### src/rtl/wb_xbar_dec.sv
// wb_xbar_dec: Wishbone classic single-master to NUM_SLAVES decoder/bridge.
// Each master request is registered, decoded against a mask/base map,
// forwarded to exactly one slave, and answered one cycle after the slave
// responds. Unmapped accesses and hung slaves are terminated with err.

// Address match for one slave region.
module wb_xbar_dec_hit #(
  parameter int AW = 32
) (
  input  logic [AW-1:0] i_adr,
  input  logic [AW-1:0] i_base,
  input  logic [AW-1:0] i_mask,
  output logic          o_hit
);
  assign o_hit = ((i_adr ^ i_base) & i_mask) == '0;
endmodule

module wb_xbar_dec #(
  parameter int                       NUM_SLAVES = 5,
  parameter int                       AW         = 32,
  parameter int                       DW         = 32,
  parameter logic [NUM_SLAVES*AW-1:0] SLV_BASE   = '0,
  parameter logic [NUM_SLAVES*AW-1:0] SLV_MASK   = '0,
  parameter int                       TIMEOUT    = 255
) (
  input  logic                     wb_clk_i,
  input  logic                     wb_rst_i,
  input  logic [AW-1:0]            wbm_adr_i,
  input  logic [DW-1:0]            wbm_dat_i,
  input  logic [DW/8-1:0]          wbm_sel_i,
  input  logic                     wbm_we_i,
  input  logic                     wbm_cyc_i,
  input  logic                     wbm_stb_i,
  output logic [DW-1:0]            wbm_dat_o,
  output logic                     wbm_ack_o,
  output logic                     wbm_err_o,
  output logic [AW-1:0]            wbs_adr_o,
  output logic [DW-1:0]            wbs_dat_o,
  output logic [DW/8-1:0]          wbs_sel_o,
  output logic                     wbs_we_o,
  output logic [NUM_SLAVES-1:0]    wbs_cyc_o,
  output logic [NUM_SLAVES-1:0]    wbs_stb_o,
  input  logic [NUM_SLAVES*DW-1:0] wbs_dat_i,
  input  logic [NUM_SLAVES-1:0]    wbs_ack_i,
  input  logic [NUM_SLAVES-1:0]    wbs_err_i,
  output logic                     timeout_o
);

  // Counter needs at least one bit even when the timeout is disabled.
  localparam int            CW     = (TIMEOUT > 0) ? $clog2(TIMEOUT + 1) : 1;
  localparam logic [CW:0]   TO_LIM = (CW + 1)'(TIMEOUT);

  typedef enum logic [1:0] {IDLE, ACTIVE, RESP} state_t;

  state_t                r_state;
  logic [NUM_SLAVES-1:0] r_cyc;   // one-hot selected slave, drives cyc and stb
  logic [CW-1:0]         r_cnt;

  logic [NUM_SLAVES-1:0] w_hit;
  logic [NUM_SLAVES-1:0] w_sel;
  logic                  w_s_ack;
  logic                  w_s_err;
  logic                  w_to;
  logic [DW-1:0]         w_rdat;

  genvar k;
  generate
    for (k = 0; k < NUM_SLAVES; k++) begin : g_hit
      wb_xbar_dec_hit #(.AW(AW)) u_hit (
        .i_adr  (wbm_adr_i),
        .i_base (SLV_BASE[k*AW +: AW]),
        .i_mask (SLV_MASK[k*AW +: AW]),
        .o_hit  (w_hit[k])
      );
    end
  endgenerate

  // Lowest set bit of the hit vector: lowest index wins on overlap.
  assign w_sel = w_hit & (~w_hit + NUM_SLAVES'(1));

  // Only the selected slave's response lines are observed.
  assign w_s_ack = |(wbs_ack_i & r_cyc);
  assign w_s_err = |(wbs_err_i & r_cyc);

  // Timeout fires on the cycle the count would reach TIMEOUT.
  assign w_to = (TIMEOUT != 0) && (({1'b0, r_cnt} + 1'b1) >= TO_LIM);

  assign wbs_cyc_o = r_cyc;
  assign wbs_stb_o = r_cyc;

  // Read data mux driven by the one-hot selection.
  always_comb begin
    w_rdat = '0;
    for (int i = 0; i < NUM_SLAVES; i++)
      if (r_cyc[i]) w_rdat = w_rdat | wbs_dat_i[i*DW +: DW];
  end

  // Transaction FSM: decode in IDLE, wait for slave in ACTIVE, answer in RESP.
  always_ff @(posedge wb_clk_i) begin
    if (wb_rst_i) begin
      r_state   <= IDLE;
      r_cyc     <= '0;
      r_cnt     <= '0;
      wbs_adr_o <= '0;
      wbs_dat_o <= '0;
      wbs_sel_o <= '0;
      wbs_we_o  <= 1'b0;
      wbm_dat_o <= '0;
      wbm_ack_o <= 1'b0;
      wbm_err_o <= 1'b0;
      timeout_o <= 1'b0;
    end else begin
      wbm_ack_o <= 1'b0;
      wbm_err_o <= 1'b0;
      timeout_o <= 1'b0;
      case (r_state)
        IDLE: begin
          if (wbm_cyc_i && wbm_stb_i) begin
            wbs_adr_o <= wbm_adr_i;
            wbs_dat_o <= wbm_dat_i;
            wbs_sel_o <= wbm_sel_i;
            wbs_we_o  <= wbm_we_i;
            r_cnt     <= '0;
            if (|w_hit) begin
              r_cyc   <= w_sel;
              r_state <= ACTIVE;
            end else begin
              // Unmapped: answer with err straight away, no slave strobe.
              wbm_err_o <= 1'b1;
              wbm_dat_o <= '0;
              r_state   <= RESP;
            end
          end
        end
        ACTIVE: begin
          if (!wbm_cyc_i) begin
            // Master abandoned the cycle: release the slave silently.
            r_cyc   <= '0;
            r_state <= IDLE;
          end else if (w_s_ack || w_s_err) begin
            r_cyc     <= '0;
            wbm_ack_o <= ~w_s_err;
            wbm_err_o <= w_s_err;
            wbm_dat_o <= wbs_we_o ? '0 : w_rdat;
            r_state   <= RESP;
          end else if (w_to) begin
            r_cyc     <= '0;
            timeout_o <= 1'b1;
            wbm_err_o <= 1'b1;
            wbm_dat_o <= '0;
            r_state   <= RESP;
          end else begin
            r_cnt <= (r_cnt == '1) ? r_cnt : r_cnt + 1'b1;
          end
        end
        RESP: begin
          // ack/err are up for this single cycle; the default clears them.
          r_state <= IDLE;
        end
        default: r_state <= IDLE;
      endcase
    end
  end

endmodule
### config.mk
export PLATFORM = sky130hd
export DESIGN_NAME = wb_xbar_dec
export DESIGN_NICKNAME = d
export VERILOG_FILES = /design/src/rtl/wb_xbar_dec.sv
export SDC_FILE = /design/constraint.sdc
export NUM_CORES = 1
export LEC_CHECK = 0
export ABC_AREA = 1
export CAP_MARGIN = 20
export CELL_PAD_IN_SITES_DETAIL_PLACEMENT = 0
export CELL_PAD_IN_SITES_GLOBAL_PLACEMENT = 1
export CORE_UTILIZATION = 31
export CTS_CLUSTER_DIAMETER = 100
export CTS_CLUSTER_SIZE = 12
export DETAILED_ROUTE_END_ITERATION = 7
export GPL_ROUTABILITY_DRIVEN = 1
export GPL_TIMING_DRIVEN = 0
export PLACE_DENSITY_LB_ADDON = 0.1
export SLEW_MARGIN = 10
export SYNTH_ARGS = -nofsm -noshare
export SYNTH_HDL_FRONTEND = slang
export SYNTH_HIERARCHICAL = 1
export SYNTH_SLANG_ARGS = --single-unit
### constraint.sdc
create_clock -name wb_clk_i -period 3 [get_ports wb_clk_i]
set_input_delay 0.6 -clock wb_clk_i [delete_from_list [all_inputs] [get_ports wb_clk_i]]
set_output_delay 0.6 -clock wb_clk_i [all_outputs]
set_load 0.05 [all_outputs]
==> impl_metrics.yaml, run 1 <==
clock_network:
  tritoncts_num_sinks: 119
  tritoncts_clock_tree: "yes"
  numCtsBuffers: 17
  clkSlewWorstSetupHoldPaths_ps: 60
  post_cts.repair.setup_buffers: 0
  clock_tree.buffer_depth: 2
  clk-insertion-delay-late_ps: 430
  ctsHtreeMaxLevel: 4
  postCtsResizedCells: 0
  cts_hold_repair.buffers: 0
  clockRootBuffer: "sky130_fd_sc_hd__clkbuf_16"
power_and_ir_drop:
  combinational_cell_fraction_of_total_power_pct: 29.3
  seqPwrFrac_pct: 32.0
  ir_drop_uv: 349
  power.net_switching_mw: 1.86
  p_sw_share_pct: 34.7
  power_per_cell_area_nw_per_um2: 341
  power.internal_mw: 3.50
  p_clk_share_pct: 38.7
  p_leak_nw: 7.67
sta:
  rsz0062_at_grt: "false"
  final.hold.worst_slack_ps: 462
  finalCriticalPeriod_ps: 2630
  timing.final.hold_violations: 0
  slew_headroom_pct: 53.1
  worst-slew-pin-transition_ps: 701
  clock-skew-final_ps: 14.2
  final_min_period_over_clock_period_pct: 87.7
  fmax_mhz: 380
  setup_viol: 0
  post_layout_worst_setup_margin_ps: 370
  timing.final.max_slew_violations: 0
detailed_routing:
  vias_per_cell: 4.02
  via_count: 12200
  first_pass_iters: 6
  route.antenna.remaining_nets: 0
  drt_wl_total_um: 36500
  drtIter0Drc: 735
  detail_route.drc_violations: 0
  average_wire_per_standard_cell_um: 12.0
synth:
  synth_warnings: 6
  yosys.cell_count.top_type: "sky130_fd_sc_hd__nand2_1"
  synth.top_cell.area_share_pct: 25.7
  ys_top_cells_by_area: "sky130_fd_sc_hd__dfxtp_1, sky130_fd_sc_hd__nand2_1, sky130_fd_sc_hd__nor2_1"
  synth.cells.most_frequent: "sky130_fd_sc_hd__nand2_1, sky130_fd_sc_hd__nor2_1, sky130_fd_sc_hd__inv_1"
  synth-edff-count: 0
  mappedNetlistArea_um2: 9280
  post_synth_num_cell_types: 31
  syn_area_per_cell_um2: 5.22
  postSynthRegisterBits: 119
  post_synth_inst_count: 1777
  synth_sequential_area_ratio_pct: 25.7
  synth_largest_area_cell: "sky130_fd_sc_hd__dfxtp_1"
  synth_async_sr_flop_share_pct: 0
  synthFlopType: "sky130_fd_sc_hd__dfxtp_1"
setup_path:
  critical_path_required_ps: 3310
  crit_path_cell_trace: "clkdlybuf4s50_1 > nand2_1 > nor2_2 > inv_2 > clkbuf_1 > buf_1 > nor2_1 > nor2_1"
  ff2ff_setup_slack_ps: 730
  crit_path_frequent_cell: "sky130_fd_sc_hd__nor2_1"
  cp-start-kind: "input port"
  setup.worst_path.end_class: "flop"
  cpPeakStageDelay_ps: 540
  rr_endpoint: "wbs_adr_o[29]"
  crit_path_kind: "input port to flop"
  timing.rr.start: "r_state[0]"
  critical-path-slowest-cell: "sky130_fd_sc_hd__clkdlybuf4s50_1"
  critical_path.max_fanout: 10
  worst-endpoint-arrival_ps: 2940
  worstRegToRegCells: 8
grt:
  first_global_vias: 10800
  grt_util_all_layers_pct: 23.7
  grt_start_max_net_pins: 17
  grt_antenna_before_repair: 3
  grt_first_pass_wirelength_um: 56800
  grt_overflow: 0
hold_path:
  hold_start: "wbm_dat_o[19]"
  holdPathStages: 2
  worst_hold_path.endpoint: "wbm_dat_o[19]"
  type_of_the_most_critical_hold_path: "flop to flop"
floorplan:
  design.core.area_um2: 29100
  placementRows: 62
  floorplan.die.height_um: 175
  initial_core_util_pct: 31.9
  die_width_um: 175
  floorplan_die_area_um2: 30600
  boundary_pins: 357
flow_run:
  max_cap_viol_count: 0
finish:
  sequential_cell_area_um2: 2380
  filler_cell_count: 3059
  drive_above_1_share_pct: 3.59
  multiInputGateArea_um2: 7870
  flow.area_growth_from_synthesis_pct: 69.3
  finish.net_count: 2876
outcome:
  run_status: "finished clean"
place:
  post-place-ws_ps: -142
  dpl.hpwl_um: 29600
  gp_congestion: 0.915
  port_buffers: 356
-- layout make-up --
cell class / instances / area share, %
well taps: 384 / 3.06
plain buffers: 68 / 2.00
flip-flops and latches: 119 / 15.2
multi-input cells: 1935 / 50.1
clock inverters: 15 / 1.00
diodes: 3 / 0.0478
inverters: 134 / 3.23
repair buffers: 356 / 22.7
clock buffers: 17 / 2.71
-- metrics by stage --
step | TNS, ps | instances | util, % | total power, mW | area, um2
floorplan | 0 | 2256 | - | 2.61 | 11100
global placement | -351 | 2996 | 52.0 | 3.26 | 15100
detailed placement | -859 | 2996 | 52.0 | 3.27 | 15100
CTS | 0 | 3028 | 54.0 | 5.35 | 15700
global route | 0 | 3029 | 54.0 | 5.65 | 15700
finish | 0 | 3031 | 54.0 | 5.36 | 15700
-- how the worst max path moves through the flow --
stage	start	to	cells after the start
after CTS	wbm_cyc_i	wbs_adr_o[29]	8
after global routing	wbm_cyc_i	wbs_adr_o[29]	8
after detailed placement	wbm_cyc_i	wbs_adr_o[29]	8
final	wbm_cyc_i	wbs_adr_o[29]	8
after floorplan	wbs_cyc_o[2]	wbm_dat_o[0]	12
after global placement	wbm_cyc_i	wbs_adr_o[29]	8
-- placed cells by master, fill, tap and decap left out, drive strengths merged --
| cell type | instances |
|---|---|
| clkdlybuf4s50 | 356 |
| clkinv | 5 |
| nor4 | 1 |
| a221oi | 32 |
| a21oi | 11 |
| o31ai | 1 |
| o21ai | 70 |
| nand2 | 617 |
| dfxtp | 119 |
| nand3 | 120 |
| inv | 142 |
| nand4 | 12 |
| clkinvlp | 1 |
| clkbuf | 64 |
| nor2 | 587 |
| conb | 480 |
| buf | 21 |
| o22ai | 1 |
| ha | 2 |
| bufinv | 1 |
| nor3 | 1 |
| diode | 3 |
-- power groups by stage --
stage / registers [mW] / clock network, mW / logic (mW)
detailed placement: 1.75 / 0 / 1.52
CTS: 1.72 / 2.11 / 1.53
floorplan: 2.06 / 0 / 0.555
global placement: 1.75 / 0 / 1.51
global route: 1.73 / 2.18 / 1.75
finish: 1.72 / 2.07 / 1.57
-- metal layers --
metal  wire length [um]  share of wire (%)  GRT usage, %  vias up
met4                809                2.2          7.68        0
met3               2210                6.1          5.11       40
met1              15600                 43          28.2     5137
met5                  0                  0             0        -
li1                   -                  -             -     6730
met2              17900                 49          41.9      272
-- flip-flops by register name, indices dropped and copies added, names as in the netlist --
signal and cells:
wbm_dat_o 32, r_cnt 8, wbs_dat_o 32, wbs_we_o 1
r_state 2, wbm_err_o 1, wbs_adr_o 32, wbs_sel_o 4
timeout_o 1, wbs_cyc_o 5, wbm_ack_o 1
-- kinds of logic (layout without fill, tap and decap cells) --
family                     after synthesis  count (layout)  share of synthesized area, %
buffers and inverters                  202             590                          8.86
DFF                                    119             119                          25.7
and+or+nand+nor                       1338            1338                          57.6
AOI/OAI and AO/OA                      115             115                          7.58
adders and majority gates                2               2                         0.270
other                                    1             483                        0.0404
-- worst max-delay path: cells and delay by family --
kind / cells / cell delay, ps
buffers and inverters: 4 / 1450
AND/OR/NAND/NOR: 4 / 880
Power figures use the tool's default switching activity.
==> run 2: changes to the inputs <==
--- a/config.mk
+++ b/config.mk
@@ -9,13 +9,14 @@
 export CAP_MARGIN = 20
 export CELL_PAD_IN_SITES_DETAIL_PLACEMENT = 0
 export CELL_PAD_IN_SITES_GLOBAL_PLACEMENT = 1
-export CORE_UTILIZATION = 31
+export CORE_UTILIZATION = 45
 export CTS_CLUSTER_DIAMETER = 100
 export CTS_CLUSTER_SIZE = 12
 export DETAILED_ROUTE_END_ITERATION = 7
+export DONT_BUFFER_PORTS = 1
 export GPL_ROUTABILITY_DRIVEN = 1
 export GPL_TIMING_DRIVEN = 0
-export PLACE_DENSITY_LB_ADDON = 0.1
+export PLACE_DENSITY_LB_ADDON = 0.08
 export SLEW_MARGIN = 10
 export SYNTH_ARGS = -nofsm -noshare
 export SYNTH_HDL_FRONTEND = slang
==> impl_metrics.yaml, run 2 (synthesis results as in run 1) <==
outcome:
  run_status: "finished clean"
setup_path:
  critical_path.max_fanout: 10
  critical_path_required_ps: 3370
  critical-path-slowest-cell: "sky130_fd_sc_hd__dfxtp_1"
  setup.worst_path.end_class: "flop"
  timing.rr.start: "wbs_cyc_o[0]"
  crit_path_start: "wbs_cyc_o[0]"
  crit_path_cell_trace: "buf_2 > nand2_1 > nand3_1 > nor2_1 > nand2_1 > inv_2 > nor2_2 > buf_2 > nand2_1 > nand3_1 > nand2_1 > nor2_2"
  crit_path_frequent_cell: "sky130_fd_sc_hd__nand2_1"
  cpPeakStageDelay_ps: 730
  crit_path_kind: "flop to flop"
  cp-start-kind: "flop"
  worst-endpoint-arrival_ps: 3010
finish:
  flow.area_growth_from_synthesis_pct: 29.6
  drive_above_1_share_pct: 4.15
  finish.net_count: 2520
  most_common_cell_after_layout_fill_and_taps_aside: "sky130_fd_sc_hd__nand2_1"
  commonest_non_fill_non_tap_cells_in_the_layout: "sky130_fd_sc_hd__nand2_1, sky130_fd_sc_hd__nor2_1, sky130_fd_sc_hd__conb_1, sky130_fd_sc_hd__inv_1"
  largest_registers: "wbm_dat_o (32), wbs_adr_o (32), wbs_dat_o (32)"
  final_core_utilization_pct: 59.4
  finish.instance_area_um2: 12000
  stdcell_count: 2561
sta:
  rsz0062_at_grt: "false"
  final.hold.worst_slack_ps: 280
  final_min_period_over_clock_period_pct: 88.0
  finalCriticalPeriod_ps: 2640
  post_layout_worst_setup_margin_ps: 359
  slew_headroom_pct: 57.3
  fmax_mhz: 379
  timing.final.max_slew_violations: 0
  clock-skew-final_ps: 9.67
  timing.final.hold_violations: 0
  worst-slew-pin-transition_ps: 639
  setup_tns_ps: 0
  setup_viol: 0
place:
  port_buffers: 0
  dpl.hpwl_um: 24800
  gp_congestion: 0.893
  post-place-ws_ps: 456
  placed_instance_area_um2: 11400
  dp.cells: 2526
grt:
  busiest_layer: "met2"
  first_global_vias: 9674
  grt_overflow: 0
  grt_antenna_before_repair: 3
  groute.layer.met1.usage_pct: 34.8
  grt_start_max_net_pins: 17
  grt_first_pass_wirelength_um: 49200
  grt_util_all_layers_pct: 29.5
  grt_util_met3_pct: 11.3
  grt_util_met2_pct: 48.7
clock_network:
  clk-insertion-delay-late_ps: 420
  tritoncts_clock_tree: "yes"
  clockRootBuffer: "sky130_fd_sc_hd__clkbuf_16"
  tritoncts_num_sinks: 119
  cts_hold_repair.buffers: 0
  ctsHtreeMaxLevel: 4
  clkSlewWorstSetupHoldPaths_ps: 70
  post_cts.repair.setup_buffers: 0
  clock_tree.buffer_depth: 2
  numCtsBuffers: 17
  postCtsResizedCells: 0
detailed_routing:
  route.antenna.remaining_nets: 0
  drtIter0Drc: 652
  average_wire_per_standard_cell_um: 12.2
  via_count: 11100
  drt_wl_total_um: 31300
  detail_route.drc_violations: 0
  vias_per_cell: 4.34
  first_pass_iters: 7
power_and_ir_drop:
  ir_drop_uv: 368
  power_per_cell_area_nw_per_um2: 403
  finalPower_mw: 4.85
  p_leak_nw: 6.33
hold_path:
  hold_start: "wb_rst_i"
  type_of_the_most_critical_hold_path: "input port to flop"
floorplan:
  design.core.area_um2: 20200
  placementRows: 52
  floorplan_die_area_um2: 21200
  boundary_pins: 357
  floorplan.die.height_um: 146
  die_width_um: 146
  initial_core_util_pct: 45.8
flow_run:
  max_cap_viol_count: 0
[run 2: cell type report]
| class | instances | area, um2 |
|---|---|---|
| diodes | 3 | 7.51 |
| plain buffers | 68 | 314 |
| clock buffers | 17 | 425 |
| clock inverters | 15 | 181 |
| fillers | 2159 | 8210 |
| inverters | 134 | 508 |
| multi-input cells | 1935 | 7870 |
| flip-flops and latches | 119 | 2380 |
| well taps | 270 | 338 |
[run 2: final timing paths]
check             endpoint  slack, ps  depth (start not counted)
max          wbm_dat_o[29]        360                         12
min              timeout_o        280                          1
max reg2reg  wbm_dat_o[29]        360                         12
min reg2reg       r_cnt[6]        490                          2
[run 2: report_power, final]
group | leakage [nW] | internal (mW) | total, mW | switching (mW)
logic | 5.05 | 0.242 | 0.669 | 0.427
clock network | 0.297 | 1.13 | 2.13 | 0.993
registers | 0.977 | 1.67 | 2.05 | 0.385
total | 6.33 | 3.04 | 4.85 | 1.80
[run 2: routing by layer]
layer  vias up  part of all wire (%)
li1       6024                     -
met1      4559                    41
met2       447                    44
met3        73                    11
met4         0                   3.4
met5         -                     0
[run 2: worst max-delay path, delay by kind of cell, from the launching register on]
kind	cells	cell delay, ps
simple gates	9	1130
buf+inv	3	710
flops	1	730
